### src/rtl/fifo_uart_pkg.sv
// Shared types and frame constants for the FIFO-to-UART drain stage.
// Frame length follows FIFO_UART_TX_PARITY_EN (8N1 by default, 8E1 when defined).
package fifo_uart_pkg;

    localparam int DATA_W = 16;
    localparam int BYTE_W = 8;

`ifdef FIFO_UART_TX_PARITY_EN
    localparam int BITS_PER_FRAME = 11;
`else
    localparam int BITS_PER_FRAME = 10;
`endif
    localparam int FRAMES_PER_WORD = DATA_W / BYTE_W;
    localparam int BITS_PER_WORD   = BITS_PER_FRAME * FRAMES_PER_WORD;

    typedef enum logic [2:0] {
        IDLE,
        WAIT,
        START,
        DATA,
        STOP,
        PARITY
    } tx_state_t;

endpackage

### src/rtl/uart_bit_timer.sv
// uart_bit_timer: baud counter, 0..CLKS_PER_BIT-1, bit_done on the last count.
// Latency: bit_done is combinational from the counter; first tick CLKS_PER_BIT cycles after restart drops.
// Backpressure: none; restart holds the counter at zero.
module uart_bit_timer #(
    parameter int CLKS_PER_BIT = 868
) (
    input  logic clk,
    input  logic rst,
    input  logic restart,
    output logic bit_done
);

    localparam logic [15:0] LAST = 16'(CLKS_PER_BIT - 1);

    logic [15:0] cnt;

    always_ff @(posedge clk) begin
        if (rst || restart) begin
            cnt <= '0;
        end else if (cnt == LAST) begin
            cnt <= '0;
        end else begin
            cnt <= cnt + 16'd1;
        end
    end

    assign bit_done = (cnt == LAST) && !restart;

endmodule

### src/rtl/fifo_uart_tx.sv
// fifo_uart_tx: pops 16-bit FIFO words and sends each as two UART frames, low byte first (FIFO_UART_TX_PARITY_EN adds an even parity bit).
// Latency: start bit 2 clk after IDLE sees fifo_empty=0; 20 (22 with parity) bit-times per word, 3 idle clk between words.
// Backpressure: fifo_re only from IDLE, one read outstanding at most; a missing fifo_valid flags err after WAIT_LIMIT clk.
module fifo_uart_tx
    import fifo_uart_pkg::*;
#(
    parameter int CLKS_PER_BIT = 868,
    parameter int WAIT_LIMIT   = 4
) (
    input  logic              clk,
    input  logic              rst,
    input  logic              fifo_empty,
    input  logic [DATA_W-1:0] fifo_dout,
    input  logic              fifo_valid,
    output logic              fifo_re,
    output logic              txd,
    output logic              busy,
    output logic              err,
    output logic [15:0]       words_sent
);

    localparam int              WC_W      = (WAIT_LIMIT > 1) ? $clog2(WAIT_LIMIT) : 1;
    localparam logic [WC_W-1:0] WAIT_LAST = WC_W'(WAIT_LIMIT - 1);

    tx_state_t         state, state_n;
    logic [DATA_W-1:0] word_q, word_n;
    logic              byte_idx, byte_n;
    logic [2:0]        bit_idx, bit_n, bit_nxt;
    logic [WC_W-1:0]   wait_cnt, wait_n;
    logic              txd_n, re_n, err_n;
    logic [15:0]       sent_n;
    logic [BYTE_W-1:0] cur_byte;
    logic              restart, bit_done;

    uart_bit_timer #(
        .CLKS_PER_BIT(CLKS_PER_BIT)
    ) u_bit_timer (
        .clk     (clk),
        .rst     (rst),
        .restart (restart),
        .bit_done(bit_done)
    );

    // The baud counter only runs while a frame is on the line.
    assign restart  = (state == IDLE) || (state == WAIT);
    assign cur_byte = byte_idx ? word_q[DATA_W-1:BYTE_W] : word_q[BYTE_W-1:0];
    assign bit_nxt  = bit_idx + 3'd1;
    assign busy     = (state != IDLE);

    always_ff @(posedge clk) begin
        if (rst) begin
            state      <= IDLE;
            word_q     <= '0;
            byte_idx   <= 1'b0;
            bit_idx    <= '0;
            wait_cnt   <= '0;
            txd        <= 1'b1;
            fifo_re    <= 1'b0;
            err        <= 1'b0;
            words_sent <= '0;
        end else begin
            state      <= state_n;
            word_q     <= word_n;
            byte_idx   <= byte_n;
            bit_idx    <= bit_n;
            wait_cnt   <= wait_n;
            txd        <= txd_n;
            fifo_re    <= re_n;
            err        <= err_n;
            words_sent <= sent_n;
        end
    end

    // Next values are computed for the registered outputs, so txd changes on the same edge as the state.
    always_comb begin
        state_n = state;
        word_n  = word_q;
        byte_n  = byte_idx;
        bit_n   = bit_idx;
        wait_n  = wait_cnt;
        txd_n   = txd;
        re_n    = 1'b0;
        err_n   = err;
        sent_n  = words_sent;
        case (state)
            IDLE: begin
                txd_n = 1'b1;
                if (!fifo_empty) begin
                    re_n    = 1'b1;
                    wait_n  = '0;
                    state_n = WAIT;
                end
            end
            WAIT: begin
                if (fifo_valid) begin
                    word_n  = fifo_dout;
                    byte_n  = 1'b0;
                    txd_n   = 1'b0;
                    state_n = START;
                end else if (wait_cnt == WAIT_LAST) begin
                    err_n   = 1'b1;
                    state_n = IDLE;
                end else begin
                    wait_n = wait_cnt + 1'b1;
                end
            end
            START: begin
                if (bit_done) begin
                    bit_n   = '0;
                    txd_n   = cur_byte[0];
                    state_n = DATA;
                end
            end
            DATA: begin
                if (bit_done) begin
                    if (bit_idx == 3'd7) begin
`ifdef FIFO_UART_TX_PARITY_EN
                        txd_n   = ^cur_byte;
                        state_n = PARITY;
`else
                        txd_n   = 1'b1;
                        state_n = STOP;
`endif
                    end else begin
                        bit_n = bit_nxt;
                        txd_n = cur_byte[bit_nxt];
                    end
                end
            end
`ifdef FIFO_UART_TX_PARITY_EN
            PARITY: begin
                if (bit_done) begin
                    txd_n   = 1'b1;
                    state_n = STOP;
                end
            end
`endif
            STOP: begin
                if (bit_done) begin
                    if (!byte_idx) begin
                        byte_n  = 1'b1;
                        txd_n   = 1'b0;
                        state_n = START;
                    end else begin
                        sent_n  = words_sent + 16'd1;
                        txd_n   = 1'b1;
                        state_n = IDLE;
                    end
                end
            end
            default: begin
                txd_n   = 1'b1;
                state_n = IDLE;
            end
        endcase
    end

endmodule

### config.mk
export PLATFORM = sky130hd
export DESIGN_NAME = fifo_uart_tx
export DESIGN_NICKNAME = d
export VERILOG_FILES = /design/src/rtl/fifo_uart_pkg.sv /design/src/rtl/uart_bit_timer.sv /design/src/rtl/fifo_uart_tx.sv
export SDC_FILE = /design/constraint.sdc
export NUM_CORES = 1
export LEC_CHECK = 0
export ABC_CLOCK_PERIOD_IN_PS = 2400
export BUFFER_PORTS_ARGS = -buffer_cell sky130_fd_sc_hd__buf_2
export CORE_AREA = 4 4 76 78
export CTS_CLUSTER_SIZE = 30
export DETAILED_ROUTE_END_ITERATION = 10
export DIE_AREA = 0 0 80 82
export GPL_ROUTABILITY_DRIVEN = 0
export PLACE_DENSITY = 0.8
export SLEW_MARGIN = 20
export SYNTH_ARGS = -nofsm -noshare
export SYNTH_HDL_FRONTEND = slang
export SYNTH_SLANG_ARGS = --single-unit
### constraint.sdc
create_clock -name clk -period 2.4 [get_ports clk]
set_input_delay 0 -clock clk [delete_from_list [all_inputs] [get_ports clk]]
set_output_delay 0 -clock clk [all_outputs]
set_load 0.005 [all_outputs]
==> results.md, run 1 <==
* Maximum net fanout on the critical path at 7
* Unrepaired setup endpoints after global routing: no
* Number of clock sinks seen by CTS at 60
* Util after Layout at 0.688
* Slowest Stage Delay on Critical Path at 0.60 ns
* Distinct cells, synth at 42
* Total congestion overflow after global routing at 0
* Level count of the clock H-tree at 3
* CTS resizes at 0
* Share of the clock period used by the worst path after layout at 0.949
* Largest cells by area after synthesis: dfxtp_1 42%, nand2_1 7.8%, a21oi_1 5.3%
* Count of max-cap constraint violations at 0
* Synthesis-to-finish area growth at 22.8%
* Clock Skew at 0.00676 ns
* Number of max-slew violations in the final report at 0
* Part of the Yosys area used for sequential elements at 0.422
* Die span in y at 82 um
* Initial detailed-routing violation count at 234
* Shortest clock period the worst path allows after layout at 2.28 ns
* Global-route wire length before repair at 11200 um
* CTS tree: yes
* Clock latency reported for the late side of the worst-skew pair at approximately 0.34 ns
* Floorplan die area at between 6000 and 7000 um2
* Worst ir drop on vdd at 0.000424 V
* Routed wire length at 6470 um
* Post-detailed-route wirelength per cell at ~14 um
* Number of CTS-inserted buffers at 9
* 1st-pass router iterations at 4
* Result of the run: completed
* Setup TNS Final at 0 ns
* Clock buffer depth at 2
* Antenna violations before repair at 0
* Fraction of layout instances using a drive strength above 1 at 0.188
* Mux contribution to synthesized area at 0.0541
* Fill cells at 409
* Required time of the critical path at about 2.6 ns
* Die Span X at 80 um
* Post-route DRC at 0
* Synthesized-area fraction occupied by ao, oa, aoi and oai cells at 0.107
* Initial cell density of the core at 0.561
* CP top delay family: simple AND/OR/NAND/NOR gates
* Peak clock frequency supported by timing at 439 MHz
* Worst Path Class, Setup: register to register
* Worst-path cell with the longest stage delay: or4_4
* Yosys warning count at 0
* Leakage dissipation at 1.34 nW
* IO buf count at 39
* Fraction of registers with async set or reset after synthesis at 0
* Hold Violations, Final at 0
* Proportion of netlist area held by the largest area contributor at 0.422
* Area share of fa/ha/maj cells after synthesis at 0.0220
* Crit. End Element: register
* Clock slew at the register clock pins of the worst setup and hold paths at 0.06 ns
* Largest net degree at the start of global routing at 30
* Vias in the first global route at 2471
* Rel. slew slack at 0.573
* Detailed-route vias per instance at 5.48
* Actual slew at the worst max-slew pin at approximately 0.64 ns
* DP HPWL at between 4000 and 5000 um
* Number of rows created at floorplan at 26
* Setup-failing EPs final at 0
* Total global routing track utilization at 0.220
* Setup fix buffers added after clock tree synthesis at 0
* Data arrival time of the critical path at 2.50 ns
* Post-Syn Area per Cell at 8.27 um2
* Power per cell area at between 600 and 700 nW/um2
* Synthesized-area fraction occupied by xor and xnor cells at 0.0616
* Crit path launch: u_bit_timer.cnt[0]
* Diode insertion count for antenna repair at 0
* List of cells traversed by the critical path: ha_1 > nor3b_1 > nand4_2 > or4_4 > nor2_1 > mux2_2
* Hold crit path type: input pin to register
* Number of enable-type register cells in the synthesized netlist at 0
* Source of the worst register-to-register timing path: u_bit_timer.cnt[0]
* I/O pins at 40
* Placeable core region at 5070 um2
* Combinational family with the most area after synthesis: simple AND/OR/NAND/NOR gates
* Routed Antenna Nets at 0
* Post-Syn Area at about 2800 um2
* Area share of and/or/nand/nor cells after synthesis at 0.296
* Cell accounting for the most synthesized area: dfxtp_1
* Number of hold buffers added after CTS at 17
* Synthesis-stage register bit count at 60
* Origin of the worst min-delay path: fifo_valid
* Commonest register cell after synthesis: dfxtp_1
* Root buf cell: clkbuf_8
* Most common library cell in the layout ignoring fill and taps: dfxtp_1
* Vias at 2604
* Worst Path Buf+Inv at 0
* Commonest cells after routing, fill and taps aside: 60 x dfxtp_1, 59 x nand2_1, 39 x buf_2
* Final net count at 425
* Post-Synthesis Net Count at about 370
* Number of instances in the synthesized netlist at 344
* Type of origin of the critical path: register
where the power goes:
group	leakage (nW)	total, mW	switching [mW]	internal, mW
registers	0.485	1.08	0.0344	1.04
clock network	0.102	0.921	0.389	0.533
logic	0.754	0.308	0.169	0.139
total	1.34	2.30	0.592	1.71
cell families (layout without fill, tap and decap cells):
family                   count (synthesis)  in the layout
AO/OA/AOI/OAI                           54             54
XOR/XNOR                                20             20
adder cells (fa/ha/maj)                  5              5
buffers and inverters                   28             89
flip-flops                              60             60
multiplexers                            10             10
AND/OR/NAND/NOR                        167            167
metal layers:
metal	wire, um	track usage	part of all wire	up-vias
met5	0	0	0	-
met4	175	0.110	0.027	0
met3	281	0.0384	0.043	15
met2	3080	0.358	0.48	69
met1	2930	0.283	0.45	1213
li1	-	-	-	1307
Yosys cell counts (2+ instances only):
cell type  number
nand3_1        15
mux2i_1         3
and3_1          5
clkbuf_1       19
or4_1           2
nor4_1          6
xor2_1          7
nor2b_1         7
a22oi_1         2
nor3b_1         2
a211oi_1        2
and4_1          3
or3b_2          2
a21oi_1        30
nor4_4          2
mux2_2          3
and2_1          2
nor2_1         36
nor3_1          8
nand3b_1        2
inv_1           8
xnor2_1        13
or3_1           6
nand2_1        59
mux4_2          4
ha_1            5
o21ai_0        11
a31oi_1         3
nand4_1         5
dfxtp_1        60
through the flow:
step                area (um2)  worst slack, ns  total power [mW]  instances  hold WS (ns)
finish                    3490            0.121              2.30        475         0.119
global placement          3120            0.302              1.37        442         0.188
detailed placement        3120            0.233              1.38        442         0.192
global route              3490           0.0353              2.41        475         0.136
CTS                       3490            0.146              2.31        475         0.116
floorplan                 2850            0.299              1.29        344        0.0793
tightest hold or removal path, cell delays in order:
cell and delay, ns:
buf_2 0.14, inv_1 0.08, a41oi_1 0.11, nor2_1 0.09
area by class of cell:
type,count,area [um2],area share
inverters,8,30.0,0.00860
repair buffers,65,433,0.124
clock buffers,12,155,0.0444
multi-input cells,256,1540,0.441
flip-flops and latches,60,1200,0.344
clock inverters,4,47.5,0.0136
well taps,70,87.6,0.0251
final timing paths:
check	to	slack [ns]	depth (start not counted)
max	words_sent[9]	0.12	6
min	err	0.12	4
max reg2reg	words_sent[9]	0.12	6
min reg2reg	word_q[15]	0.45	2
sequential cells by signal, indices dropped and copies added (netlist names):
| register | cells |
|---|---|
| bit_idx | 3 |
| byte_idx | 1 |
| err | 1 |
| fifo_re | 1 |
| state | 3 |
| txd | 1 |
| u_bit_timer.cnt | 16 |
| wait_cnt | 2 |
| word_q | 16 |
| words_sent | 16 |
(Power assumes the default switching activity.)
==> run 2, diff against run 1 <==
- CORE_AREA: 4 4 76 78 -> 4 4 59 101
- DIE_AREA: 0 0 80 82 -> 0 0 63 105
- GPL_ROUTABILITY_DRIVEN: 0 -> default
- PLACE_DENSITY: 0.8 -> 0.79
==> run 2 against run 1 <==
- power is 0.48% lower
- core utilization down 2.4 points
- critical endpoint is now words_sent[15]
- sequential power about the same
- non-clock buffer count down 2
- hold slack lost 0.042 ns
- global-route usage down 1.1 points
- routed wire length rose by 1.4%
==> results.md, run 2 (synthesis gave the netlist of run 1 again) <==
* Result of the run: completed (unchanged)
* Rel. slew slack at 0.607 (was 0.573)
* Routed Antenna Nets at 0 (unchanged)
* Level count of the clock H-tree at 3 (unchanged)
* Most common library cell in the layout ignoring fill and taps: dfxtp_1 (unchanged)
* Total global routing track utilization at 0.209 (was 0.220)
* Number of rows created at floorplan at 35 (was 26)
* Clock Skew at 0.0112 ns (was 0.00676 ns)
* List of cells traversed by the critical path: ha_1 > nor3b_1 > nand4_2 > or4_4 > or3_1 > a21oi_1 (was ha_1 > nor3b_1 > nand4_2 > or4_4 > nor2_1 > mux2_2)
* Commonest cells after routing, fill and taps aside: 60 x dfxtp_1, 59 x nand2_1, 39 x buf_2 (unchanged)
* Slowest Stage Delay on Critical Path at 0.59 ns (was 0.60 ns)
* Routed wire length at 6560 um (was 6470 um)
* Count of max-cap constraint violations at 0 (unchanged)
* Final Wtd Congestion at 0.861
* Hold Violations, Final at 0 (unchanged)
* Vias at 2603 (was 2604)
* Global-route wire length before repair at 11200 um (about the same)
* Worst Path Class, Setup: register to register (unchanged)
* Largest net degree at the start of global routing at 29 (was 30)
* Floorplan die area at 6620 um2 (was 6560 um2)
* Vias in the first global route at 2527 (was 2471)
* Type of origin of the critical path: register (unchanged)
* Shortest clock period the worst path allows after layout at 2.18 ns (was 2.28 ns)
* Post-route DRC at 0 (unchanged)
* Setup TNS Final at 0 ns (unchanged)
* Placeable core region at 5210 um2 (was 5070 um2)
* Peak clock frequency supported by timing at 458 MHz (was 439 MHz)
* 1st-pass router iterations at 4 (unchanged)
* Number of max-slew violations in the final report at 0 (unchanged)
* Clock latency reported for the late side of the worst-skew pair at 0.33 ns (was 0.34 ns)
* Total congestion overflow after global routing at 0 (unchanged)
* Hold crit path type: input pin to register (unchanged)
* Number of CTS-inserted buffers at 9 (unchanged)
* Diode insertion count for antenna repair at 0 (unchanged)
* Data arrival time of the critical path at 2.44 ns (was 2.50 ns)
* IO buf count at 39 (unchanged)
* Share of the clock period used by the worst path after layout at 0.909 (was 0.949)
* Initial detailed-routing violation count at 160 (was 234)
* Crit. End Element: register (unchanged)
* Number of clock sinks seen by CTS at 60 (unchanged)
* Die Span X at 63 um (was 80 um)
* Initial cell density of the core at 0.546 (was 0.561)
* Final total power at 2.29 mW (was 2.30 mW)
* Final net count at 423 (was 425)
* Required time of the critical path at 2.66 ns (was 2.62 ns)
* Power per cell area at 663 nW/um2 (was 660 nW/um2)
* Worst ir drop on vdd at 0.000601 V (was 0.000424 V)
* Detailed-route vias per instance at 5.68 (was 5.48)
* Actual slew at the worst max-slew pin at 0.589 ns (was 0.640 ns)
* Leakage dissipation at 1.33 nW (was 1.34 nW)
* Fraction of layout instances using a drive strength above 1 at 0.184 (was 0.188)
* CTS tree: yes (unchanged)
* CTS resizes at 0 (unchanged)
* Largest regs: u_bit_timer.cnt (16), word_q (16), words_sent (16) (unchanged)
* Clock slew at the register clock pins of the worst setup and hold paths at 0.07 ns (was 0.06 ns)
* Post-detailed-route wirelength per cell at 14.3 um (was 13.6 um)
* I/O pins at 40 (unchanged)
* Clock buffer depth at 2 (unchanged)
* Worst Path Buf+Inv at 0 (unchanged)
* CP top delay family: simple AND/OR/NAND/NOR gates (unchanged)
* Root buf cell: clkbuf_8 (unchanged)
* Die span in y at 105 um (was 82 um)
* Unrepaired setup endpoints after global routing: no (unchanged)
* Synthesis-to-finish area growth at 21.6% (was 22.8%)
* Setup-failing EPs final at 0 (unchanged)
* Fill cells at 445 (was 409)
* Maximum net fanout on the critical path at 7 (unchanged)
* Worst-path cell with the longest stage delay: or4_4 (unchanged)
* Antenna violations before repair at 0 (unchanged)
* DP HPWL at 4400 um (was 4140 um)
## run 2: cell types whose count changed in the layout (fill, tap and decap cells not counted), sizes merged
cell	previous run	this run
buf	48	46
## run 2: cell type report
cell class                      instances  area [um2]  share of cell area
Multi-Input combinational cell        256        1540               0.445
Clock buffer                           12         155              0.0448
Timing Repair Buffer                   63         418               0.121
Sequential cell                        60        1200               0.347
Tap cell                               55        68.8              0.0199
Inverter                                8        30.0             0.00868
Clock inverter                          4        47.5              0.0137
## run 2: metrics by stage
stage	worst slack, ns	util	cells	area (um2)	hold WS, ns
after detailed placement	0.234	0.592	425	3090	0.186
after CTS	0.218	0.664	458	3460	0.0718
after global placement	0.296	0.592	425	3090	0.182
after global routing	0.136	0.664	458	3460	0.0905
final	0.218	0.664	458	3460	0.0763
after floorplan	0.299	-	344	2850	0.0793
## run 2: path summary, 6_finish.rpt
check	start	to	slack, ns	cells after the start
hold / removal	rst	err	0.08	2
setup reg to reg	u_bit_timer.cnt[0]	words_sent[15]	0.22	6
setup / recovery	u_bit_timer.cnt[0]	words_sent[15]	0.22	6
hold reg to reg	bit_idx[1]	bit_idx[1]	0.46	2
## run 2: layer usage
metal	part of all wire	track usage
met5	0	0
met3	0.033	0.0495
met4	0.020	0.0758
met1	0.40	0.230
met2	0.55	0.382
## run 2: timing repair
item                       in CTS  in global routing
hold endpoints to repair       17                  0
hold buffers                   17                  0
setup endpoints to repair       0                  0
buffers inserted                0                  0
## run 2: power breakdown
part / total, mW / internal (mW) / leakage [nW] / switching, mW
Sequential: 1.08 / 1.04 / 0.485 / 0.0396
Clock: 0.918 / 0.533 / 0.102 / 0.385
Combinational: 0.295 / 0.134 / 0.745 / 0.162
Total: 2.29 / 1.71 / 1.33 / 0.586
